## src/rtl/display_scan_controller.sv

```systemverilog
// Multiplexed hex display scanner: one shared decoder, N digits.
// Blanking gap per slot, optional leading-zero suppression.
module display_scan_controller #(
  parameter int NUM_DIGITS   = 4,
  parameter int SCAN_DIV     = 1000,
  parameter int BLANK_CYCLES = 16,
  parameter int ADDR_W       = (NUM_DIGITS > 2) ? $clog2(NUM_DIGITS) : 1
) (
  input  logic                  clk,
  input  logic                  rst,
  input  logic                  enable,
  input  logic                  wr_en,
  input  logic [ADDR_W-1:0]     wr_addr,
  input  logic [3:0]            wr_data,
  input  logic                  wr_dp,
  input  logic                  lz_blank,
  output logic [3:0]            nibble_out,
  output logic                  dp_out,
  output logic [NUM_DIGITS-1:0] digit_en,
  output logic                  blank,
  output logic                  frame_done
);

  localparam int CNT_W = (SCAN_DIV > 2) ? $clog2(SCAN_DIV) : 1;

  localparam logic [CNT_W-1:0] CNT_BLK_END =
    CNT_W'(BLANK_CYCLES - 1);
  localparam logic [CNT_W-1:0] CNT_SLOT_END =
    CNT_W'(SCAN_DIV - 1);
  localparam logic [ADDR_W-1:0] IDX_LAST =
    ADDR_W'(NUM_DIGITS - 1);

  typedef enum logic [1:0] {
    IDLE,
    BLANK,
    SHOW
  } state_t;

  state_t            state, state_n;
  logic [ADDR_W-1:0] idx, idx_n;
  logic [CNT_W-1:0]  cnt, cnt_n;

  logic [3:0]            regs [NUM_DIGITS];
  logic [NUM_DIGITS-1:0] dp;
  logic                  lz_q;

  logic                  zero_above;
  logic [NUM_DIGITS-1:0] supp;

  // Scan state register: state, digit index, slot counter.
  always_ff @(posedge clk) begin
    if (rst) begin
      state <= IDLE;
      idx   <= '0;
      cnt   <= '0;
    end else begin
      state <= state_n;
      idx   <= idx_n;
      cnt   <= cnt_n;
    end
  end

  // Digit register file; lz_blank is registered to keep outputs Moore.
  always_ff @(posedge clk) begin
    if (rst) begin
      for (int i = 0; i < NUM_DIGITS; i++) begin
        regs[i] <= 4'h0;
      end
      dp   <= '0;
      lz_q <= 1'b0;
    end else begin
      lz_q <= lz_blank;
      if (wr_en && (int'(wr_addr) < NUM_DIGITS)) begin
        regs[wr_addr] <= wr_data;
        dp[wr_addr]   <= wr_dp;
      end
    end
  end

  // Next-state: blank gap, then show, then advance to next digit.
  always_comb begin
    state_n = state;
    idx_n   = idx;
    cnt_n   = cnt;
    unique case (state)
      IDLE: begin
        if (enable) begin
          state_n = BLANK;
          idx_n   = '0;
          cnt_n   = '0;
        end
      end
      BLANK: begin
        if (!enable) begin
          state_n = IDLE;
          idx_n   = '0;
          cnt_n   = '0;
        end else begin
          cnt_n = cnt + 1'b1;
          if (cnt == CNT_BLK_END) begin
            state_n = SHOW;
          end
        end
      end
      SHOW: begin
        if (!enable) begin
          state_n = IDLE;
          idx_n   = '0;
          cnt_n   = '0;
        end else if (cnt == CNT_SLOT_END) begin
          state_n = BLANK;
          cnt_n   = '0;
          idx_n   = (idx == IDX_LAST) ? '0 : idx + 1'b1;
        end else begin
          cnt_n = cnt + 1'b1;
        end
      end
      default: begin
        state_n = IDLE;
        idx_n   = '0;
        cnt_n   = '0;
      end
    endcase
  end

  // A digit is a leading zero if it and every higher digit hold 0.
  always_comb begin
    zero_above = 1'b1;
    supp       = '0;
    for (int i = NUM_DIGITS - 1; i >= 1; i--) begin
      zero_above = zero_above && (regs[i] == 4'h0);
      supp[i]    = lz_q && zero_above;
    end
  end

  // Outputs from registered state only.
  always_comb begin
    nibble_out = 4'h0;
    dp_out     = 1'b0;
    digit_en   = '0;
    blank      = 1'b1;
    frame_done = 1'b0;
    unique case (state)
      BLANK: begin
        nibble_out = regs[idx];
      end
      SHOW: begin
        nibble_out = regs[idx];
        frame_done = (cnt == CNT_SLOT_END) && (idx == IDX_LAST);
        if (!supp[idx]) begin
          dp_out   = dp[idx];
          digit_en = NUM_DIGITS'(1) << idx;
          blank    = 1'b0;
        end
      end
      default: begin
      end
    endcase
  end

endmodule

```

## config.mk

```make
export PLATFORM = sky130hd
export DESIGN_NAME = display_scan_controller
export DESIGN_NICKNAME = d
export VERILOG_FILES = /design/src/rtl/display_scan_controller.sv
export SDC_FILE = /design/constraint.sdc
export NUM_CORES = 1
export LEC_CHECK = 0
export CORE_MARGIN = 1.5
export CORE_UTILIZATION = 50
export CTS_CLUSTER_SIZE = 16
export DETAILED_ROUTE_END_ITERATION = 16
export PLACE_DENSITY = 0.84
export RECOVER_POWER = 50
export SYNTH_ARGS = -nofsm -noshare
export SYNTH_HDL_FRONTEND = slang
export SYNTH_SLANG_ARGS = --single-unit
export TNS_END_PERCENT = 20
```

## constraint.sdc

```tcl
create_clock -name clk -period 2 [get_ports clk]
set_clock_uncertainty 0.2 [all_clocks]
set_input_delay 0.2 -clock clk [delete_from_list [all_inputs] [get_ports clk]]
set_output_delay 0.2 -clock clk [all_outputs]
set_load 0.1 [all_outputs]
```

* Yosys cells after proc, flatten, opt, wreduce, memory -nomap -nowiden *
Memories as Yosys holds them, arrays and structs flattened. A register that Yosys moved wholly into a read port is not among the register bits.
Cells that the tools add are included.

cells by class
  add/sub/neg operators = 2
  multipliers = 0
  div/mod/pow operators = 0
  order comparisons = 3
  eq/ne operators = 9
  shifts and indexed selects = 1
  mux-type cells = 42
  bitwise operators = 0
  reductions and logical operators = 15

operators with widths
  cell                                                               count
  two-way mux 10 bit                                                 4
  one-hot mux 10 bit (3 select lines)                                1
  two-way mux 2 bit                                                  13
  two-way mux 4 bit                                                  4
  two-way mux 1 bit                                                  14
  zero test 4 bit                                                    3
  one-hot mux 2 bit (3 select lines)                                 2
  adder 10 x 1 -> 10 bit, second input constant                      1
  == test 10 bit, second input constant                              1
  == test 10 x 4 -> 1 bit, second input constant                     1
  logical AND 1 bit                                                  7
  < comparator 2 x 3 -> 1 bit, second input constant                 2
  inequality test 3 bit, second input constant                       2
  AND reduction 3 bit                                                2
  binary-select mux 1 bit (select 2 bit)                             2
  bitwise mux 4 bit                                                  1
  == test 2 bit, second input constant                               2
  inequality test 2 bit, second input constant                       2
  OR reduction 4 bit                                                 1
  left shift 1 x 2 -> 4 bit, first input constant                    1
  adder 2 x 1 -> 2 bit, second input constant                        1
  demux 1 bit (select 2 bit)                                         1
  == test 2 x 1 -> 1 bit, second input constant                      1
  greater-or-equal comparator 2 x 1 -> 1 bit, second input constant  1
  other kinds (2)                                                    2

storage, ports and cells
  register bits = 19
  latch bits = 0
  bits in writable memories = 16
  ROM bits = 0
  input port bits = 12
  output and inout port bits = 11
  word-level logic and storage cells = 78
  memories = 1

memories
  memory  depth  width  rd ports  clocked after memory_dff  write ports  line  RTL
  regs    4      4      4         1                         4            43    logic [3:0] regs [NUM_DIGITS];

* Depth between registers and ports, before layout *
Gate-level depths: netlist of run 1.
An unclocked memory read counts as a cell.

  depth in word-level cells = 9
  mapped depth = 7

* Least setup slack after synthesis of run 1 *
Ideal clock, no wire load.

  path kind = reg-to-output
  start = reg state[0]
  end = out frame_done
  arrival = 3748 ps
  required time = 1600 ps
  path slack = -2148 ps
  stages on the path, launching flop included = 6
  path buffers = 1
  path through = dfxtp_1 inv_1 ha_1 buf_6 nand2_1 nor4_1

between the ends
  cells in the longest elaborated chain, start to end = 2

ends and longest elaborated chain
  item                      line  RTL
  start: declaration        39    state_t state, state_n;
  start signal: assignment  57    state <= state_n;
  == test 2 bit             143   unique case (state)
  two-way mux 1 bit         143
  end: declaration          21    output logic frame_done

Every way passes these cells.

==> results of run 1 <==
## worst reg2reg max path, cell delays in order, from the launching register on
cell and delay (ns):
dfxtp_1 0.41, or3b_4 0.46, o31a_1 0.39, o21ai_0 0.24, a221oi_1 0.12
## layout by cell type (no fill, tap or decap), types with 2 or more instances in the layout
master and count:
dfxtp_2 2, nand3_2 3, o21ai_1 3, inv_1 12, o311ai_4 2, and3b_2 2, nor2_2 2, o211ai_1 5
nor4_1 3, clkbuf_8 5, mux2i_1 4, ha_1 6, nand2_2 2, nand2b_1 2, dfxtp_1 18, nand2_1 21
o2111ai_1 3, nand3b_1 2, mux4_2 5, nand3_1 8, o31ai_1 3, a2bb2oi_1 2, buf_12 11, a21oi_1 6
nor2b_1 4, buf_4 18, nor2_1 17, clkdlybuf4s50_1 9, dlygate4sd3_1 2, and2_1 8, ha_2 2, o21ai_0 2
clkbuf_1 2, nor4_4 2, edfxtp_1 16
## per-stage QoR
step	util [%]	std cells
2_1_floorplan	-	202
3_3_place_gp	64.5	286
3_5_place_dp	64.5	286
4_1_cts	68.2	295
5_1_grt	69.3	295
6_report	69.3	295
## area by class of cell
type,count,area share (%)
clock buffer,5,2.48
clock inverter,3,1.49
inverter,12,1.62
multi-input combinational,146,42.4
sequential,37,32.7
tap,50,2.26
timing repair buffer,42,17.1
## path summary, 6_finish.rpt
path                                          startpoint                  end  slack [ns]  cells after the start
worst min-delay path                            lz_blank      lz_q$_SDFF_PP0_        0.25                      2
worst max-delay path            regs[2][2]$_SDFFCE_PN0P_          digit_en[1]       -0.28                      6
worst max register to register       cnt[9]$_SDFFE_PP0N_  cnt[9]$_SDFFE_PP0N_        0.01                      4
worst min register to register        dp[0]$_SDFFE_PP0P_   dp[0]$_SDFFE_PP0P_        0.31                      2
## routing by layer
layer  global-route usage, %  routed length [um]
met2                    38.7                2530
met4                    9.95                 119
met3                    5.00                 146
met1                    29.5                2160
met5                       0                   0
## logic make-up after synthesis
kind of cell	after synthesis	synth area share, %
simple gates	89	22.8
compound gates	37	15.3
flops	37	43.4
buf+inv	19	4.82
mux	9	7.35
fa+ha+maj	9	5.43
xor+xnor	2	0.844
## cell usage after synthesis (2+ instances only)
library cell	number	area share, %
a2111oi_0	2	0.84
a21oi_1	6	1.4
a2bb2oi_1	2	0.84
and2_1	8	2.4
and3b_1	3	1.3
buf_6	2	1.1
clkbuf_1	2	0.36
dfxtp_1	21	20
edfxtp_1	16	23
ha_1	9	5.4
inv_1	12	2.2
mux2i_1	4	1.9
mux4_2	5	5.4
nand2_1	23	4.2
nand2b_1	2	0.60
nand3_1	10	2.4
nand3b_1	2	0.72
nor2_1	19	3.4
nor2b_1	4	1.2
nor4_1	5	1.5
o2111ai_1	3	1.3
o211ai_1	5	1.8
o21ai_0	3	0.72
o21ai_1	2	0.48
o311ai_4	2	2.5
o31ai_1	4	1.4
## timing repair
action | 4_1_cts | 5_1_grt
setup endpoints to repair | 10 | 16
pin swaps | 3 | 2
gates resized for setup | 7 | 15
buffers inserted | 1 | 0
## sequential cells by signal, indices dropped and copies added (netlist names), named ones only
signal,cells
cnt,10
state,2
idx,2
dp,4
lz_q,1
regs,16
## power by group
part           internal (mW)  leakage (nW)  switching [mW]
logic                  0.388         0.649           0.666
clock network          0.367        0.0518           0.283
registers              0.841         0.330          0.0443
total                   1.60          1.03           0.993
==> impl_metrics.tcl, run 1 <==
set metrics [dict create \
    ant_nets 0 \
    grt_max_degree 21 \
    post_dp_cell_area_um2 2580 \
    drive_gt1_share_pct 28.6 \
    cpPeakStageDelay_ns 0.43 \
    drv_cap 0 \
    rows 23 \
    critPathRequiredTime_ns 1.60 \
    core_um2 4000 \
    cts_hold_buf 0 \
    whs_ns 0.254 \
    drtPass1Iterations 4 \
    htreeDepth 2 \
    cp_max_fo 5 \
    ff_latch_area_um2 907 \
    yosysSeqAreaShare_pct 43.4 \
    initialDrtViolationCount 106 \
    clock_latency_ns 0.30 \
    cts_inserted_buffers 5 \
    syn_area_um2 2080 \
    wl_per_cell_um 16.8 \
    tritoncts "built" \
    clk_pin_slew_ns 0.08 \
    nFillCells 277 \
    die_h_um 67.4 \
    cp.buffers_inverters 2 \
    grt_pass1_wl_um 7800 \
    path_class "flop to primary output" \
    hold_viol_final 0 \
    startpoint_type "flop" \
    slowest_stage "edfxtp_1" \
    power.density_nw_per_um2 934 \
    cts_sinks 37 \
    period_share_pct 114 \
    gr-total-overflow 0 \
    via_per_inst 5.82 \
    num_io_pins 23 \
    ir_worst_vdd_v 0.000740 \
    grt_usage_pct 23.4 \
    cp_cell_sequence "nor4_4, nand3_1, a21oi_1, buf_4, and3b_2, buf_12" \
    critPathArrivalTime_ns 1.88 \
    dp_hpwl_um 3590 \
    ys_types 52 \
    ys_warn_count 0 \
    slew_violations 0 \
    synthArstFlopShare_pct 0 \
    initial_core_util_pct 51.9 \
    setup_ws_ns -0.278 \
    critPathTopFamily "simple AND/OR/NAND/NOR gates" \
    rsz0062_at_grt "true" \
    hp-class "primary input to flop" \
    dieArea_um2 4550 \
    totalWireLength_um 4950 \
    place_congestion 0.917 \
    fin_crit_ns 2.28 \
    setup_viol 8 \
    area_growth_pct 33.6 \
    synth_edf_count 16 \
    diodes 0 \
    finalSetupTns_ns -1.41 \
    multiInputGateArea_um2 1170 \
    post-route-cell-area_um2 2770 \
    ys_ff_latch 37 \
    syn_area_per_cell_um2 10.3 \
    drc 0 \
    pre_cts_slack_ns -0.00911 \
    cp-end-kind "primary output" \
    synthesis.nets 223 \
    clockRootBuffer "clkbuf_8" \
    layout.nets 265 \
    antenna_found_initial 0 \
    status "complete, but fails checks" \
    synthFlopType "dfxtp_1" \
    cts_buffer_depth 2 \
    max_freq_mhz 439 \
    leakagePower_nw 1.03 \
    portBuffers 22 \
    synth_cells 202 \
    slew_headroom_pct 30.6 \
    worstMarginPinSlew_ns 1.04 \
    vias 1716 \
    violations "setup timing" \
    total_power_mw 2.59 \
    die_w_um 67.4 \
    grt_pass1_vias 1669 \
]
Power figures use the tool's default switching activity.
==> inputs of run 2 (changes only) <==
Settings changed: CTS_BUF_LIST set to sky130_fd_sc_hd__clkbuf_8 sky130_fd_sc_hd__clkbuf_16, GPL_TIMING_DRIVEN set to 0.
==> run 2 against run 1 <==
The run still ends with setup timing left; via count is 2.6% lower; global-route usage is 0.79 points lower; worst hold slack worse by 0.086 ns; sequential power is 0.6% higher; maximum frequency is 0.89% higher; worst setup slack better by 0.020 ns; first-iteration DRC count is 39% higher; design area is 7.0% lower; largest power group unchanged.
==> impl_metrics.tcl, run 2 (same netlist as run 1, synthesis figures left out) <==
set metrics [dict create \
    clk_pin_slew_ns 0.08 \
    tritoncts "built" \
    rows 23 \
    cts_buffer_depth 2 \
    violations "setup timing" \
    vias 1671 \
    cpPeakStageDelay_ns 0.44 \
    layout_commonest_cell "nand2_1" \
    htreeDepth 2 \
    worstHoldStart "enable" \
    finalSetupTns_ns -1.57 \
    layout.nets 253 \
    hp-class "primary input to flop" \
    dieArea_um2 4550 \
    top_register "regs" \
    post-route-cell-area_um2 2580 \
    clockRootBuffer "clkbuf_8" \
    cts_inserted_buffers 5 \
    gr-total-overflow 0 \
    fin_cells 283 \
    largest_reg_flops 16 \
    critPathRequiredTime_ns 1.60 \
    grt_max_degree 12 \
    ir_worst_vdd_v 0.000573 \
    grt_pass1_wl_um 7440 \
    slowest_stage "edfxtp_1" \
    rsz0062_at_grt "true" \
    grt_usage_pct 22.6 \
    placedCellCount 273 \
    fin_crit_ns 2.26 \
    drv_cap 0 \
    drc 0 \
    critPathArrivalTime_ns 1.86 \
    initial_core_util_pct 51.9 \
    place_congestion 0.946 \
    mostFrequentLayoutCells "nand2_1, dfxtp_1, nor2_1" \
    cp_max_fo 5 \
    diodes 0 \
    worstMarginPinSlew_ns 0.539 \
    via_per_inst 5.90 \
    slew_violations 0 \
    setup_viol 10 \
    leakagePower_nw 0.951 \
    totalWireLength_um 4620 \
    area_growth_pct 24.2 \
    path_class "flop to primary output" \
    ant_nets 0 \
    max_freq_mhz 443 \
    antenna_found_initial 0 \
    cp-end-kind "primary output" \
    grt_pass1_vias 1577 \
    wl_per_cell_um 16.3 \
    core_um2 4000 \
    period_share_pct 113 \
    cts_sinks 37 \
    cp_cell_sequence "nor4_4, nand3_2, a21oi_4, and3b_1, buf_6" \
    drive_gt1_share_pct 23.6 \
    setup_ws_ns -0.258 \
    power.density_nw_per_um2 889 \
    hold_viol_final 0 \
    critPathLaunch "regs[2][2]$_SDFFCE_PN0P_" \
    die_w_um 67.4 \
    drtPass1Iterations 4 \
    dp_hpwl_um 3250 \
    slew_headroom_pct 63.8 \
    r2r-start "cnt[0]$_SDFFE_PP0N_" \
    die_h_um 67.4 \
    num_io_pins 23 \
    clock_latency_ns 0.29 \
    portBuffers 21 \
    post_dp_cell_area_um2 2370 \
    reg_top3 "regs (16), cnt (10), dp (4)" \
    initialDrtViolationCount 147 \
    status "complete, but fails checks" \
    startpoint_type "flop" \
]
## run 2: cell count changes in the layout (fill, tap and decap cells not counted), moves of 2 or more
cell / delta
a2111oi_0: +2
and3b_1: +2
and3b_2: -2
buf_12: -9
buf_4: -14
buf_6: +9
clkinv_2: +2
## run 2: layer usage
layer | GRT usage (%) | share of wire [%] | vias up
li1 | - | - | 810
met3 | 5.83 | 4.1 | 6
met2 | 37.7 | 50 | 47
met4 | 7.14 | 1.0 | 0
met1 | 28.6 | 44 | 808
met5 | 0 | 0 | -
## run 2: worst max-delay path, delay by kind of cell (launching register included)
family | cells | cell delay, ns
AOI/OAI and AO/OA | 1 | 0.20
and+or+nand+nor | 3 | 0.75
buffers and inverters | 1 | 0.18
DFF | 1 | 0.44
## run 2: repair_timing
action                     CTS  global route
hold buffers                 0             0
gates resized for setup     89            10
pin swaps                    6             1
setup buffers                1             1
setup endpoints to repair   27            26
## run 2: worst paths after layout
kind                    endpoint  depth (start not counted)  slack [ns]
min reg2reg   dp[0]$_SDFFE_PP0P_                          2        0.29
max reg2reg  cnt[2]$_SDFFE_PP0N_                          5       -0.09
min          cnt[0]$_SDFFE_PP0N_                          4        0.17
max                       dp_out                          5       -0.26
## run 2: area by class of cell
cell class	count	area [um2]
timing repair buffer	23	256
clock inverter	3	13.8
tap	50	62.6
multi-input combinational	146	1170
fill	301	1420
inverter	12	45.0
buffer	7	56.3
sequential	37	906
clock buffer	5	68.8
## run 2: stage by stage
stage / worst slack [ns] / hold WS [ns] / power [mW] / util (%)
5_1_grt: -0.339 / 0.186 / 2.38 / 64.5
3_3_place_gp: -1.09 / 0.271 / 1.73 / 59.3
4_1_cts: -0.257 / 0.153 / 2.24 / 63.2
2_1_floorplan: -0.317 / 0.128 / 1.53 / -
6_report: -0.258 / 0.168 / 2.29 / 64.5
3_5_place_dp: -1.15 / 0.284 / 1.74 / 59.3
## run 2: power breakdown
part	switching (mW)	internal, mW
Clock	0.266	0.236
Combinational	0.612	0.287
Sequential	0.0493	0.841
